<file path="src/rtl/id_issue_ctrl_pkg.sv">
// Shared types and constants for the decode-stage
// dual-issue pairing / hazard controller.
package id_issue_ctrl_pkg;

  typedef enum logic {
    S_PAIR  = 1'b0,
    S_SPLIT = 1'b1
  } state_e;

  localparam logic [3:0] COND_AL = 4'hE;

  function automatic logic ld_hit(
    input logic       use_src,
    input logic [3:0] src,
    input logic       ld1e,
    input logic [3:0] rd1e,
    input logic       ld2e,
    input logic [3:0] rd2e
  );
    return use_src &
           ((ld1e & (src == rd1e)) |
            (ld2e & (src == rd2e)));
  endfunction

endpackage

</file>
<file path="src/rtl/id_issue_ctrl_sat_counter.sv">
// Saturating event counter: counts up on inc,
// sticks at all-ones instead of wrapping.
module sat_counter #(
  parameter int W = 16
) (
  input  logic         clk,
  input  logic         rst_n,
  input  logic         inc,
  output logic [W-1:0] cnt
);

  // count with saturation
  always_ff @(posedge clk or negedge rst_n) begin
    if (!rst_n)
      cnt <= '0;
    else if (inc && (cnt != {W{1'b1}}))
      cnt <= cnt + 1'b1;
  end

endmodule

</file>
<file path="src/rtl/id_issue_ctrl.sv">
// Decode-stage dual-issue pairing and hazard control:
// split dependent pairs, stall load-use, squash on branch.
module id_issue_ctrl #(
  parameter int         CNT_WIDTH = 16,
  parameter logic [3:0] COND_AL   = 4'hE
) (
  input  logic                 clk,
  input  logic                 rst_n,
  input  logic                 i_Valid1D,
  input  logic                 i_Valid2D,
  input  logic                 i_RegWrite1D,
  input  logic                 i_RegWrite2D,
  input  logic                 i_MemtoReg1D,
  input  logic                 i_MemtoReg2D,
  input  logic                 i_MemWrite1D,
  input  logic                 i_MemWrite2D,
  input  logic                 i_FlagWrite1D,
  input  logic [3:0]           i_Cond2,
  input  logic [3:0]           i_Rd1,
  input  logic [3:0]           i_Rd2,
  input  logic [3:0]           i_Rn1,
  input  logic [3:0]           i_Rm1,
  input  logic [3:0]           i_Rn2,
  input  logic [3:0]           i_Rm2,
  input  logic                 i_UseRn1,
  input  logic                 i_UseRm1,
  input  logic                 i_UseRn2,
  input  logic                 i_UseRm2,
  input  logic                 i_MemtoReg1E,
  input  logic                 i_MemtoReg2E,
  input  logic [3:0]           i_Rd1E,
  input  logic [3:0]           i_Rd2E,
  input  logic                 i_BranchTakenE,
  output logic                 o_StallF,
  output logic                 o_StallD,
  output logic                 o_FlushD,
  output logic                 o_Flush1E,
  output logic                 o_Flush2E,
  output logic                 o_SplitPending,
  output logic [CNT_WIDTH-1:0] o_SplitCnt,
  output logic [CNT_WIDTH-1:0] o_StallCnt
);

  import id_issue_ctrl_pkg::*;

  state_e state, state_n;

  logic raw, waw, flg, mem;
  logic intra, lu1, lu2, lu;
  logic do_br, do_lu, do_split, do_issue2;

  assign raw =
    i_RegWrite1D &
    ((i_UseRn2 & (i_Rn2 == i_Rd1)) |
     (i_UseRm2 & (i_Rm2 == i_Rd1)));
  assign waw =
    i_RegWrite1D & i_RegWrite2D &
    (i_Rd1 == i_Rd2);
  assign flg =
    i_FlagWrite1D & (i_Cond2 != COND_AL);
  assign mem =
    (i_MemtoReg1D | i_MemWrite1D) &
    (i_MemtoReg2D | i_MemWrite2D);
  assign intra =
    i_Valid1D & i_Valid2D &
    (raw | waw | flg | mem);

  assign lu1 = i_Valid1D & (
    ld_hit(i_UseRn1, i_Rn1, i_MemtoReg1E,
           i_Rd1E, i_MemtoReg2E, i_Rd2E) |
    ld_hit(i_UseRm1, i_Rm1, i_MemtoReg1E,
           i_Rd1E, i_MemtoReg2E, i_Rd2E));
  assign lu2 = i_Valid2D & (
    ld_hit(i_UseRn2, i_Rn2, i_MemtoReg1E,
           i_Rd1E, i_MemtoReg2E, i_Rd2E) |
    ld_hit(i_UseRm2, i_Rm2, i_MemtoReg1E,
           i_Rd1E, i_MemtoReg2E, i_Rd2E));
  assign lu = (state == S_SPLIT) ? lu2
                                 : (lu1 | lu2);

  // one-hot priority select: branch > lu > split
  assign do_br     = rst_n & i_BranchTakenE;
  assign do_lu     = rst_n & ~i_BranchTakenE & lu;
  assign do_split  = rst_n & ~i_BranchTakenE &
                     ~lu & (state == S_PAIR) &
                     intra;
  assign do_issue2 = rst_n & ~i_BranchTakenE &
                     ~lu & (state == S_SPLIT);

  // state register
  always_ff @(posedge clk or negedge rst_n) begin
    if (!rst_n)
      state <= S_PAIR;
    else
      state <= state_n;
  end

  // next state and pipeline controls
  always_comb begin
    state_n   = state;
    o_StallF  = 1'b0;
    o_StallD  = 1'b0;
    o_FlushD  = 1'b0;
    o_Flush1E = 1'b0;
    o_Flush2E = 1'b0;
    unique case (1'b1)
      do_br: begin
        o_FlushD  = 1'b1;
        o_Flush1E = 1'b1;
        o_Flush2E = 1'b1;
        state_n   = S_PAIR;
      end
      do_lu: begin
        o_StallF  = 1'b1;
        o_StallD  = 1'b1;
        o_Flush1E = 1'b1;
        o_Flush2E = 1'b1;
      end
      do_split: begin
        o_StallF  = 1'b1;
        o_StallD  = 1'b1;
        o_Flush2E = 1'b1;
        state_n   = S_SPLIT;
      end
      do_issue2: begin
        o_Flush1E = 1'b1;
        state_n   = S_PAIR;
      end
      default: ;
    endcase
  end

  assign o_SplitPending = rst_n & (state == S_SPLIT);

  sat_counter #(.W(CNT_WIDTH)) u_split_cnt (
    .clk   (clk),
    .rst_n (rst_n),
    .inc   (do_split),
    .cnt   (o_SplitCnt)
  );

  sat_counter #(.W(CNT_WIDTH)) u_stall_cnt (
    .clk   (clk),
    .rst_n (rst_n),
    .inc   (do_lu),
    .cnt   (o_StallCnt)
  );

endmodule

</file>
<file path="config.mk">
export PLATFORM = sky130hd
export DESIGN_NAME = id_issue_ctrl
export DESIGN_NICKNAME = d
export VERILOG_FILES = /design/src/rtl/id_issue_ctrl_pkg.sv /design/src/rtl/id_issue_ctrl_sat_counter.sv /design/src/rtl/id_issue_ctrl.sv
export SDC_FILE = /design/constraint.sdc
export NUM_CORES = 1
export LEC_CHECK = 0
export CORE_MARGIN = 2
export CORE_UTILIZATION = 39
export DETAILED_ROUTE_END_ITERATION = 12
export GPL_ROUTABILITY_DRIVEN = 0
export GPL_TIMING_DRIVEN = 1
export PLACE_DENSITY = 0.77
export SYNTH_ARGS = -nofsm -noshare
export SYNTH_HDL_FRONTEND = slang
export SYNTH_SLANG_ARGS = --single-unit
</file>
<file path="constraint.sdc">
create_clock -name clk -period 2.3 [get_ports clk]
set_input_delay 0.46 -clock clk [delete_from_list [all_inputs] [get_ports clk]]
set_output_delay 0.46 -clock clk [all_outputs]
set_load 0.05 [all_outputs]
</file>
==> flow_metrics.env <==
export IMPL_grt_usage_pct=20.9
export IMPL_grt_pass1_wl_um=10400
export IMPL_antennaDiodeCount=0
export IMPL_clkSinkCount=33
export IMPL_portBuffers=91
export IMPL_synthFlopType="dfrtp_1"
export IMPL_final_antenna_net_count=0
export IMPL_grt_pass1_vias=2240
export IMPL_dp_cells=418
export IMPL_cpLargestDelayFamily="simple AND/OR/NAND/NOR gates"
export IMPL_power_mw=1.88
export IMPL_crit_path_start_kind="primary input"
export IMPL_p_per_area_nw_per_um2=467
export IMPL_finalHoldViolCount=0
export IMPL_syn_nets=285
export IMPL_synth_cell_types=36
export IMPL_clk_pin_slew_ns=0.08
export IMPL_regArea_um2=826
export IMPL_avgSynthCellArea_um2=9.50
export IMPL_drive_gt1_share_pct=35.4
export IMPL_crit_arrival_ns=2.21
export IMPL_die_h_um=78.7
export IMPL_setup_violations=12
export IMPL_grt_antenna_before_repair=0
export IMPL_yosys_area_top_type_share_pct=38.0
export IMPL_num_rows=27
export IMPL_worst_path_buf_inv=3
export IMPL_design_area_um2=4010
export IMPL_yosysSeqAreaShare_pct=38.0
export IMPL_cp_required_ns=1.84
export IMPL_dr_pass1_iters=4
export IMPL_core_area_um2=5440
export IMPL_clock_root_buffer="clkbuf_8"
export IMPL_syn2layout_area_growth_pct=84.4
export IMPL_status="finished, violations left"
export IMPL_layout_cells_non_filler=434
export IMPL_multiInputGateArea_um2=1730
export IMPL_n_fill_cell=369
export IMPL_post_dp_cell_area_um2=3450
export IMPL_rrSetupSlack_ns=0.19
export IMPL_cts_tree="done"
export IMPL_crit_type="primary input to output port"
export IMPL_routed_wl_um=7260
export IMPL_tightest_slew_ns=0.536
export IMPL_via_count=2240
export IMPL_fin_skew_ns=0.0102
export IMPL_ir_drop_mv=0.526
export IMPL_syn_inst=229
export IMPL_ctsLongestPathBuffers=2
export IMPL_die_area_um2=6190
export IMPL_timing_final_crit_period_ns=2.67
export IMPL_fin_setup_tns_ns=-2.07
export IMPL_die_width_um=78.7
export IMPL_p_leak_nw=1.74
export IMPL_yosys_top_cells_area="dfrtp_1, xnor2_1, xor2_1"
export IMPL_min_path_type="primary input to async pin"
export IMPL_slowest_delay_ns=0.61
export IMPL_synth_top_cell_by_area="dfrtp_1"
export IMPL_critPathMaxFanout=3
export IMPL_slew_limit_headroom_pct=64.2
export IMPL_drcViolationCount=0
export IMPL_crit_top_cell="nand4_1"
export IMPL_finalMaxSlewViolations=0
export IMPL_violations="setup timing"
export IMPL_setup_slack_ns=-0.374
export IMPL_cts_made_buffers=5
export IMPL_fin_crit_sh_pct=116
export IMPL_viasPerCell=5.16
export IMPL_post_drt_wl_per_cell_um=16.7
export IMPL_async_flop_share_pct=100
export IMPL_place_hpwl_um=4610
export IMPL_layout_nets=417
export IMPL_syn_cell_area_um2=2180
export IMPL_postCtsHoldBufs=0
export IMPL_io_pins=92
export IMPL_grt_overflow_total=0
export IMPL_crit_slowest_cell="or4_4"
export IMPL_initial_core_util_pct=40.0
export IMPL_endpoint_kind="output port"
export IMPL_ys_warnings_count=0
export IMPL_crit_chain="buf_6, buf_4, xor2_1, nor3_1, nand4_1, nand4_1, or4_4, nand2_8, buf_12"
export IMPL_fmax_ghz=0.374
export IMPL_synth_edff_count=0
export IMPL_rsz0062_at_grt="yes"
export IMPL_ys_seq_elements=33
export IMPL_synth_common_cells="xnor2_1, dfrtp_1, xor2_1"
export IMPL_cts_max_level=2
export IMPL_grt_max_degree=39
export IMPL_yosys_cell_count_top_type="xnor2_1"
export IMPL_cap_violations=0
export IMPL_clk_insertion_delay_late_ns=0.28
export IMPL_drtIter0Drc=82
power breakdown:
part / internal, mW / switching (mW)
combinational: 0.331 / 0.421
sequential: 0.628 / 0.0658
clock: 0.209 / 0.221
worst reg2reg max path: stages, from the launching register on:
cell,delay (ns)
dfrtp_1,0.41
inv_1,0.12
nand4_1,0.13
or4_4,0.63
buf_4,0.17
buf_6,0.12
nor3_4,0.13
mux2_4,0.31
placed cells by master, fill, tap and decap left out, types with 3 or more instances in the layout:
cell and n:
xor2_1 21, xor2_4 5, nor3_1 6, clkbuf_2 4
clkbuf_8 5, nor4_4 4, dlymetal6s2s_1 10, nand2_1 20
buf_4 33, clkdlybuf4s50_1 40, dfrtp_1 33, and3_1 4
nand4_1 20, clkdlybuf4s15_1 8, nor2_1 6, xnor2_2 4
xnor2_1 33, xor2_2 6, buf_6 14, nand3_2 6
nand3_1 13, mux2_2 4, buf_12 7, buf_2 7
and2_1 3, inv_1 4
per-layer routing:
layer  vias up  part of all wire [%]  global-route usage [%]  wire (µm)
li1       1067                     -                       -          -
met3        18                   6.9                    5.11        504
met5         -                     0                       0          0
met1      1060                    38                    25.1       2790
met2        95                    52                    38.0       3760
met4         0                   2.9                    4.04        209
repair_timing:
item | in CTS | in global routing
buffers inserted | 4 | 4
endpoints found under the hold margin | 0 | 0
setup endpoints to repair | 37 | 18
pin swaps | 31 | 35
resized for setup | 132 | 84
area by class of cell:
cell class | count | share of cell area [%]
Clock inverter | 3 | 0.437
Inverter | 4 | 0.374
Clock buffer | 5 | 1.71
Multi-Input combinational cell | 189 | 43.1
Timing Repair Buffer | 128 | 31.5
Sequential cell | 33 | 20.6
Tap cell | 72 | 2.25
stage by stage:
stage	hold WS [ns]	util (%)	setup WS, ns
3_5_place_dp	0.490	63.4	-0.809
2_1_floorplan	0.164	-	-0.163
3_3_place_gp	0.486	63.4	-0.777
6_report	0.266	73.8	-0.374
4_1_cts	0.282	67.2	-0.384
5_1_grt	0.302	73.8	-0.418
kinds of logic after synthesis:
group	synth area share, %
buffers and inverters	1.44
multiplexers	2.59
flip-flops	38.0
adder cells (fa/ha/maj)	1.15
XOR/XNOR	28.6
AND/OR/NAND/NOR	23.7
AO/OA/AOI/OAI	4.60
flip-flops by register name (all words and copies together) (netlist names):
register / count
u_split_cnt.cnt: 16
u_stall_cnt.cnt: 16
state: 1
path summary, 6_finish.rpt:
| path | depth (start not counted) | startpoint | end |
|---|---|---|---|
| max | 9 | i_Rd1E[2] | o_StallF |
| min | 2 | rst_n | u_split_cnt.cnt[15] |
| max reg2reg | 7 | state | u_split_cnt.cnt[14] |
| min reg2reg | 1 | u_stall_cnt.cnt[5] | u_stall_cnt.cnt[5] |
| max in group asynchronous | 2 | rst_n | state |
| min in group clk | 1 | u_stall_cnt.cnt[5] | u_stall_cnt.cnt[5] |
Power figures use the tool's default switching activity.
